`src/rtl/rtc_pkg.sv`:
```
// Shared definitions for the RTC register bus: scheduler state encoding,
// register codes 0..8 (also used by the button control FSM) and the
// code-to-chip-address map.
package rtc_pkg;

  typedef enum logic [2:0] {
    IDLE,
    WR_ISSUE,
    WR_WAIT,
    RD_ISSUE,
    RD_WAIT,
    RD_NEXT
  } rtc_state_t;

  localparam logic [3:0] CODE_HORA  = 4'd0;
  localparam logic [3:0] CODE_MIN   = 4'd1;
  localparam logic [3:0] CODE_SEG   = 4'd2;
  localparam logic [3:0] CODE_DIA   = 4'd3;
  localparam logic [3:0] CODE_MES   = 4'd4;
  localparam logic [3:0] CODE_ANNO  = 4'd5;
  localparam logic [3:0] CODE_THORA = 4'd6;
  localparam logic [3:0] CODE_TMIN  = 4'd7;
  localparam logic [3:0] CODE_TSEG  = 4'd8;
  localparam logic [3:0] CODE_LAST  = CODE_TSEG;

  localparam logic [7:0] ADDR_HORA  = 8'h23;
  localparam logic [7:0] ADDR_MIN   = 8'h22;
  localparam logic [7:0] ADDR_SEG   = 8'h21;
  localparam logic [7:0] ADDR_DIA   = 8'h24;
  localparam logic [7:0] ADDR_MES   = 8'h25;
  localparam logic [7:0] ADDR_ANNO  = 8'h26;
  localparam logic [7:0] ADDR_THORA = 8'h43;
  localparam logic [7:0] ADDR_TMIN  = 8'h42;
  localparam logic [7:0] ADDR_TSEG  = 8'h41;

  function automatic logic [7:0] code_to_addr(input logic [3:0] code);
    case (code)
      CODE_HORA:  code_to_addr = ADDR_HORA;
      CODE_MIN:   code_to_addr = ADDR_MIN;
      CODE_SEG:   code_to_addr = ADDR_SEG;
      CODE_DIA:   code_to_addr = ADDR_DIA;
      CODE_MES:   code_to_addr = ADDR_MES;
      CODE_ANNO:  code_to_addr = ADDR_ANNO;
      CODE_THORA: code_to_addr = ADDR_THORA;
      CODE_TMIN:  code_to_addr = ADDR_TMIN;
      CODE_TSEG:  code_to_addr = ADDR_TSEG;
      default:    code_to_addr = 8'h00;
    endcase
  endfunction

endpackage

```
`src/rtl/rtc_refresh_timer.sv`:
```
// Free-running terminal-count counter: counts 0..REFRESH_CYCLES-1 and
// asserts tick during the terminal cycle, then wraps to 0.
module rtc_refresh_timer #(
  parameter int unsigned REFRESH_CYCLES = 100000
) (
  input  logic clk,
  input  logic reset,
  output logic tick
);

  localparam int unsigned CW = (REFRESH_CYCLES > 1) ? $clog2(REFRESH_CYCLES) : 1;
  localparam logic [CW-1:0] LAST = CW'(REFRESH_CYCLES - 1);

  logic [CW-1:0] count;

  assign tick = (count == LAST);

  // Cycle counter with wrap at terminal count.
  always_ff @(posedge clk or posedge reset) begin
    if (reset)     count <= '0;
    else if (tick) count <= '0;
    else           count <= count + 1'b1;
  end

endmodule

```
`src/rtl/rtc_access_scheduler.sv`:
```
// Arbiter for the RTC chip register bus: user writes (priority) versus a
// periodic nine-register refresh sweep into shadow registers.
// Optional feature macro: RTC_WATCHDOG_EN (bus wait watchdog, bus_err).
module rtc_access_scheduler #(
  parameter int unsigned REFRESH_CYCLES = 100000,
  parameter int unsigned TIMEOUT_CYCLES = 255
) (
  input  logic       clk,
  input  logic       reset,
  input  logic       wr_req,
  input  logic [3:0] wr_addr,
  input  logic [7:0] wr_data,
  output logic       wr_ack,
  output logic       wr_err,
  output logic       bus_start,
  output logic       bus_rw,
  output logic [7:0] bus_addr,
  output logic [7:0] bus_wdata,
  input  logic [7:0] bus_rdata,
  input  logic       bus_done,
  output logic [7:0] hora,
  output logic [7:0] min,
  output logic [7:0] seg,
  output logic [7:0] dia,
  output logic [7:0] mes,
  output logic [7:0] anno,
  output logic [7:0] thora,
  output logic [7:0] tmin,
  output logic [7:0] tseg,
  output logic       rd_valid,
  output logic       busy,
  output logic       bus_err
);
  import rtc_pkg::*;

  rtc_state_t      state, state_n;
  logic [3:0]      idx, idx_n;
  logic [3:0]      wr_addr_q;
  logic [7:0]      wr_data_q;
  logic            refresh_flag, sweep_active, refresh_tick;
  logic            latch_wr, issue_wr, issue_rd, sweep_start, sweep_end, store;
  logic            in_wait, done_ok, timeout, wait_done;
  logic [8:0][7:0] shadow;

  rtc_refresh_timer #(.REFRESH_CYCLES(REFRESH_CYCLES)) u_timer (
    .clk   (clk),
    .reset (reset),
    .tick  (refresh_tick)
  );

  assign in_wait   = (state == WR_WAIT) || (state == RD_WAIT);
  // A done coincident with the launching start pulse belongs to nothing.
  assign done_ok   = bus_done && !bus_start;
  assign wait_done = done_ok || timeout;

`ifdef RTC_WATCHDOG_EN
  localparam int unsigned WD_W = $clog2(TIMEOUT_CYCLES + 1);
  logic [WD_W-1:0] wd_count;

  // Counts cycles spent waiting for the driver; cleared outside wait states.
  always_ff @(posedge clk or posedge reset) begin
    if (reset)                      wd_count <= '0;
    else if (in_wait && !wait_done) wd_count <= wd_count + 1'b1;
    else                            wd_count <= '0;
  end

  assign timeout = in_wait && (wd_count == WD_W'(TIMEOUT_CYCLES));
`else
  assign timeout = 1'b0;
`endif

  assign bus_err = timeout;

  // State and sweep index register.
  always_ff @(posedge clk or posedge reset) begin
    if (reset) begin
      state <= IDLE;
      idx   <= '0;
    end else begin
      state <= state_n;
      idx   <= idx_n;
    end
  end

  // Next-state logic, request acknowledge and per-state control strobes.
  always_comb begin
    state_n     = state;
    idx_n       = idx;
    wr_ack      = 1'b0;
    wr_err      = 1'b0;
    rd_valid    = 1'b0;
    latch_wr    = 1'b0;
    issue_wr    = 1'b0;
    issue_rd    = 1'b0;
    sweep_start = 1'b0;
    sweep_end   = 1'b0;
    store       = 1'b0;
    case (state)
      IDLE: begin
        if (wr_req && !reset) begin
          wr_ack = 1'b1;
          if (wr_addr > CODE_LAST) begin
            wr_err = 1'b1;
          end else begin
            latch_wr = 1'b1;
            state_n  = WR_ISSUE;
          end
        end else if (refresh_flag) begin
          sweep_start = 1'b1;
          idx_n       = '0;
          state_n     = RD_ISSUE;
        end
      end
      WR_ISSUE: begin
        issue_wr = 1'b1;
        state_n  = WR_WAIT;
      end
      WR_WAIT: begin
        if (wait_done) state_n = sweep_active ? RD_ISSUE : IDLE;
      end
      RD_ISSUE: begin
        issue_rd = 1'b1;
        state_n  = RD_WAIT;
      end
      RD_WAIT: begin
        if (wait_done) begin
          store   = done_ok;
          state_n = RD_NEXT;
        end
      end
      RD_NEXT: begin
        if (idx == CODE_LAST) begin
          rd_valid  = 1'b1;
          sweep_end = 1'b1;
          state_n   = IDLE;
        end else begin
          // Index advances now so a write detour resumes at the next register.
          idx_n   = idx + 1'b1;
          state_n = RD_ISSUE;
          if (wr_req) begin
            wr_ack = 1'b1;
            if (wr_addr > CODE_LAST) begin
              wr_err = 1'b1;
            end else begin
              latch_wr = 1'b1;
              state_n  = WR_ISSUE;
            end
          end
        end
      end
      default: state_n = IDLE;
    endcase
  end

  // Refresh request flag (one-deep, set at reset) and sweep-in-progress flag.
  always_ff @(posedge clk or posedge reset) begin
    if (reset) begin
      refresh_flag <= 1'b1;
      sweep_active <= 1'b0;
    end else begin
      if (sweep_end)         refresh_flag <= 1'b0;
      else if (refresh_tick) refresh_flag <= 1'b1;
      if (sweep_end)         sweep_active <= 1'b0;
      else if (sweep_start)  sweep_active <= 1'b1;
    end
  end

  // Latch the accepted user write.
  always_ff @(posedge clk or posedge reset) begin
    if (reset) begin
      wr_addr_q <= '0;
      wr_data_q <= '0;
    end else if (latch_wr) begin
      wr_addr_q <= wr_addr;
      wr_data_q <= wr_data;
    end
  end

  // Registered bus command; fields only change when a new transaction issues.
  always_ff @(posedge clk or posedge reset) begin
    if (reset) begin
      bus_start <= 1'b0;
      bus_rw    <= 1'b1;
      bus_addr  <= '0;
      bus_wdata <= '0;
      busy      <= 1'b0;
    end else begin
      bus_start <= issue_wr || issue_rd;
      if (issue_wr) begin
        bus_rw    <= 1'b0;
        bus_addr  <= code_to_addr(wr_addr_q);
        bus_wdata <= wr_data_q;
      end else if (issue_rd) begin
        bus_rw    <= 1'b1;
        bus_addr  <= code_to_addr(idx);
      end
      if (issue_wr || issue_rd)   busy <= 1'b1;
      else if (in_wait && wait_done) busy <= 1'b0;
    end
  end

  // Shadow registers, updated one at a time as reads complete.
  always_ff @(posedge clk or posedge reset) begin
    if (reset) begin
      shadow <= '0;
    end else begin
      for (int unsigned i = 0; i < 9; i++) begin
        if (store && (idx == i[3:0])) shadow[i] <= bus_rdata;
      end
    end
  end

  assign hora  = shadow[CODE_HORA];
  assign min   = shadow[CODE_MIN];
  assign seg   = shadow[CODE_SEG];
  assign dia   = shadow[CODE_DIA];
  assign mes   = shadow[CODE_MES];
  assign anno  = shadow[CODE_ANNO];
  assign thora = shadow[CODE_THORA];
  assign tmin  = shadow[CODE_TMIN];
  assign tseg  = shadow[CODE_TSEG];

endmodule

```
`config.mk`:
```
export PLATFORM = sky130hd
export DESIGN_NAME = rtc_access_scheduler
export DESIGN_NICKNAME = d
export VERILOG_FILES = /design/src/rtl/rtc_pkg.sv /design/src/rtl/rtc_refresh_timer.sv /design/src/rtl/rtc_access_scheduler.sv
export SDC_FILE = /design/constraint.sdc
export NUM_CORES = 1
export LEC_CHECK = 0
export BUFFER_PORTS_ARGS = -buffer_cell sky130_fd_sc_hd__buf_2
export CAP_MARGIN = 20
export CELL_PAD_IN_SITES_DETAIL_PLACEMENT = 1
export CELL_PAD_IN_SITES_GLOBAL_PLACEMENT = 1
export CORE_ASPECT_RATIO = 0.75
export CORE_MARGIN = 2
export CORE_UTILIZATION = 43
export CTS_CLUSTER_SIZE = 40
export DETAILED_ROUTE_END_ITERATION = 8
export PLACE_DENSITY_LB_ADDON = 0.1
export SLEW_MARGIN = 20
export SYNTH_ARGS = -nofsm -noshare
export SYNTH_HDL_FRONTEND = slang
export SYNTH_SLANG_ARGS = --single-unit
```
`constraint.sdc`:
```
create_clock -name clk -period 4.1 [get_ports clk]
set_input_delay 0.205 -clock clk [delete_from_list [all_inputs] [get_ports clk]]
set_output_delay 0.205 -clock clk [all_outputs]
set_load 0.01 [all_outputs]
```
==> impl_metrics.py <==
metrics = {
    "power": {
        "power_mw": 4.72,
        "peakVddDrop_uv": 348,
        "p_per_area_mw_per_mm2": 699,
        "leakagePower_nw": 3.47,
    },
    "synth": {
        "ys_ff_latch": 126,
        "synth_common_cells": "124 x dfrtp_1, 82 x mux2_2, 22 x nand2_1",
        "synth_top_area_share": 0.576,
        "yosysWarnings": 0,
        "synth_top_area_cell": "dfrtp_1",
        "async_reset_ff_frac": 1.00,
        "synth.most_common_cell": "dfrtp_1",
        "ys_top_cells_by_area": "dfrtp_1 58%, mux2_2 17%, mux2_4 2.2%, nand2_1 1.5%, ha_1 1.4%",
        "avgSynthCellArea_um2": 13.2,
        "postSynthCellCount": 408,
        "synth_edf_count": 0,
        "synth_cell_type_count": 55,
        "synthFlopType": "dfrtp_1",
        "syn_area_mm2": 0.00539,
        "ys_seq_area_frac": 0.586,
    },
    "routing": {
        "wl_um": 13700,
        "route.vias.total": 3680,
        "drc": 0,
        "drtPass1Iterations": 4,
        "drt_iter0_markers": 138,
        "wl_per_cell_um": 19.4,
        "viasPerCell": 5.19,
        "final_antenna_net_count": 0,
    },
    "sta": {
        "timing.final.crit_share": 0.591,
        "finalMaxSlewViolations": 0,
        "hold_viol": 0,
        "rsz0062_at_grt": "false",
        "worst_pin_slew_ps": 850,
        "finalCriticalPeriod_ps": 2420,
        "fin_skew_ps": 8.94,
        "setup_tns_ps": 0,
        "setup_viol": 0,
        "relSlewSlack": 0.433,
        "max_freq_ghz": 0.413,
    },
    "grt": {
        "grt_overflow": 0,
        "top_usage_layer": "met2",
        "met3_usage": 0.0538,
        "antenna_found_initial": 0,
        "grt_pass1_wl_um": 22300,
        "grt_use_total": 0.217,
        "first_global_vias": 4005,
        "groute.layer.met1.usage": 0.294,
        "grt_max_degree": 70,
        "use_met2": 0.351,
    },
    "die": {
        "core.rowCount": 35,
        "die_area_mm2": 0.0134,
        "chipHeight_um": 101,
        "die_x_um": 133,
        "ios": 119,
        "initial_core_util": 0.439,
        "core_mm2": 0.0123,
    },
    "layout": {
        "areaGrowthSynthToFinish_pct": 25.4,
        "fin_nets": 560,
        "regMostFlops": "u_timer.count",
        "largest_reg_flops": 17,
        "n_fill_cell": 1285,
        "drive_above_1_share": 0.457,
        "diodes": 0,
    },
    "place": {
        "post-dp-hpwl_um": 9410,
        "io_buffers": 114,
        "gp_congestion": 0.796,
    },
    "clocking": {
        "post_cts_buffers": 0,
        "cts.sinks": 126,
        "cts_max_path_buffers": 2,
        "cts-root-buf": "clkbuf_16",
        "ctsResizeCount": 0,
        "cts_tree": "done",
        "clk_transition_reported_paths_ps": 60,
        "numCtsBuffers": 17,
        "postCtsHoldBufs": 0,
        "worstSkewPairLatency_ps": 410,
        "cts.htree.levels": 4,
    },
    "run": {
        "maxCapViolCount": 0,
    },
    "critical_path": {
        "reg2reg_depth": 3,
        "worst_setup_path_end_kind": "flop",
        "crit_fanout": 20,
        "critical_path_required_ps": 4390,
        "critPathLaunchType": "flop",
        "path_class": "reg -> reg",
        "crit_start": "state[1]",
        "arrival_ps": 2710,
        "ff2ff_setup_slack_ps": 1680,
        "worstReg2RegEnd": "hora[1]",
        "reg2reg_from": "state[1]",
    },
    "hold_path": {
        "hold_path.class": "in -> async",
    },
    "outcome": {
        "status": "finished, final reports clean",
    },
}
[report_power, final]
part	leakage (nW)	total (mW)	internal (mW)	switching [mW]
Sequential	1.64	1.86	1.59	0.271
Combinational	1.53	1.21	0.583	0.629
Clock	0.300	1.65	1.08	0.571
Total	3.47	4.72	3.25	1.47
[per-stage QoR]
step / setup WS, ps / utilization / cells / hold WS, ps / cell area, µm²
floorplan: 542 / - / 411 / 337 / 5400
global placement: 1590 / 0.498 / 677 / 441 / 6110
detailed placement: 1520 / 0.498 / 677 / 444 / 6110
CTS: 1460 / 0.551 / 709 / 22.4 / 6750
global route: 1560 / 0.551 / 709 / 27.0 / 6760
finish: 1680 / 0.551 / 709 / 8.02 / 6760
[worst max path at each step]
stage                   end  slack [ps]  cells after the start
2_1_floorplan       anno[0]         540                      1
3_3_place_gp   wr_data_q[2]        1590                      4
3_5_place_dp   wr_data_q[0]        1520                      6
4_1_cts        wr_data_q[3]        1460                      6
5_1_grt        wr_data_q[3]        1560                      4
6_report            hora[1]        1680                      3
[metal layers]
layer / share of wire / wire length (µm) / vias to the layer above
li1: - / - / 1692
met1: 0.48 / 6550 / 1898
met2: 0.47 / 6490 / 75
met3: 0.040 / 548 / 15
met4: 0.011 / 157 / 0
met5: 0 / 0 / -
[final cells by class]
type | instances | area, µm² | share of cell area
sequential | 126 | 3160 | 0.467
tap | 166 | 208 | 0.0307
inverter | 12 | 47.5 | 0.00704
clock inverter | 13 | 211 | 0.0313
timing repair buffer | 117 | 593 | 0.0878
clock buffer | 19 | 433 | 0.0641
multi-input combinational | 256 | 2110 | 0.312
[critical path, cell delays in order (launching register included)]
cell and delay [ps]:
dfrtp_1 580, or3b_4 510, or4_1 800, mux2_4 400
[cells by family after synthesis]
group                      after synthesis  synth area share
other                                    1          0.000696
and+or+nand+nor                         99             0.103
muxes                                   93             0.200
AOI/OAI and AO/OA                       41            0.0502
adders and majority gates                6            0.0139
DFF                                    126             0.586
xor gates and xnor gates                13            0.0211
buffers and inverters                   29            0.0253
[cell usage in the layout (no fill, tap or decap), drive strengths merged, types with 3 or more instances in the layout]
cell	Yosys	final
nand2b	7	7
nor2b	7	7
dfrtp	124	124
nand2	26	26
xor2	6	6
buf	8	117
bufinv	0	5
and4	3	3
nor3	6	6
clkbuf	9	19
o2bb2ai	3	3
nor2	20	20
or4	3	3
o21ai	7	7
a21oi	13	13
clkinvlp	0	4
or3	3	3
ha	6	6
xnor2	7	7
mux2	91	91
inv	12	14
conb	1	4
nand3	7	7
Note: power is estimated with default switching activity, not from simulation.
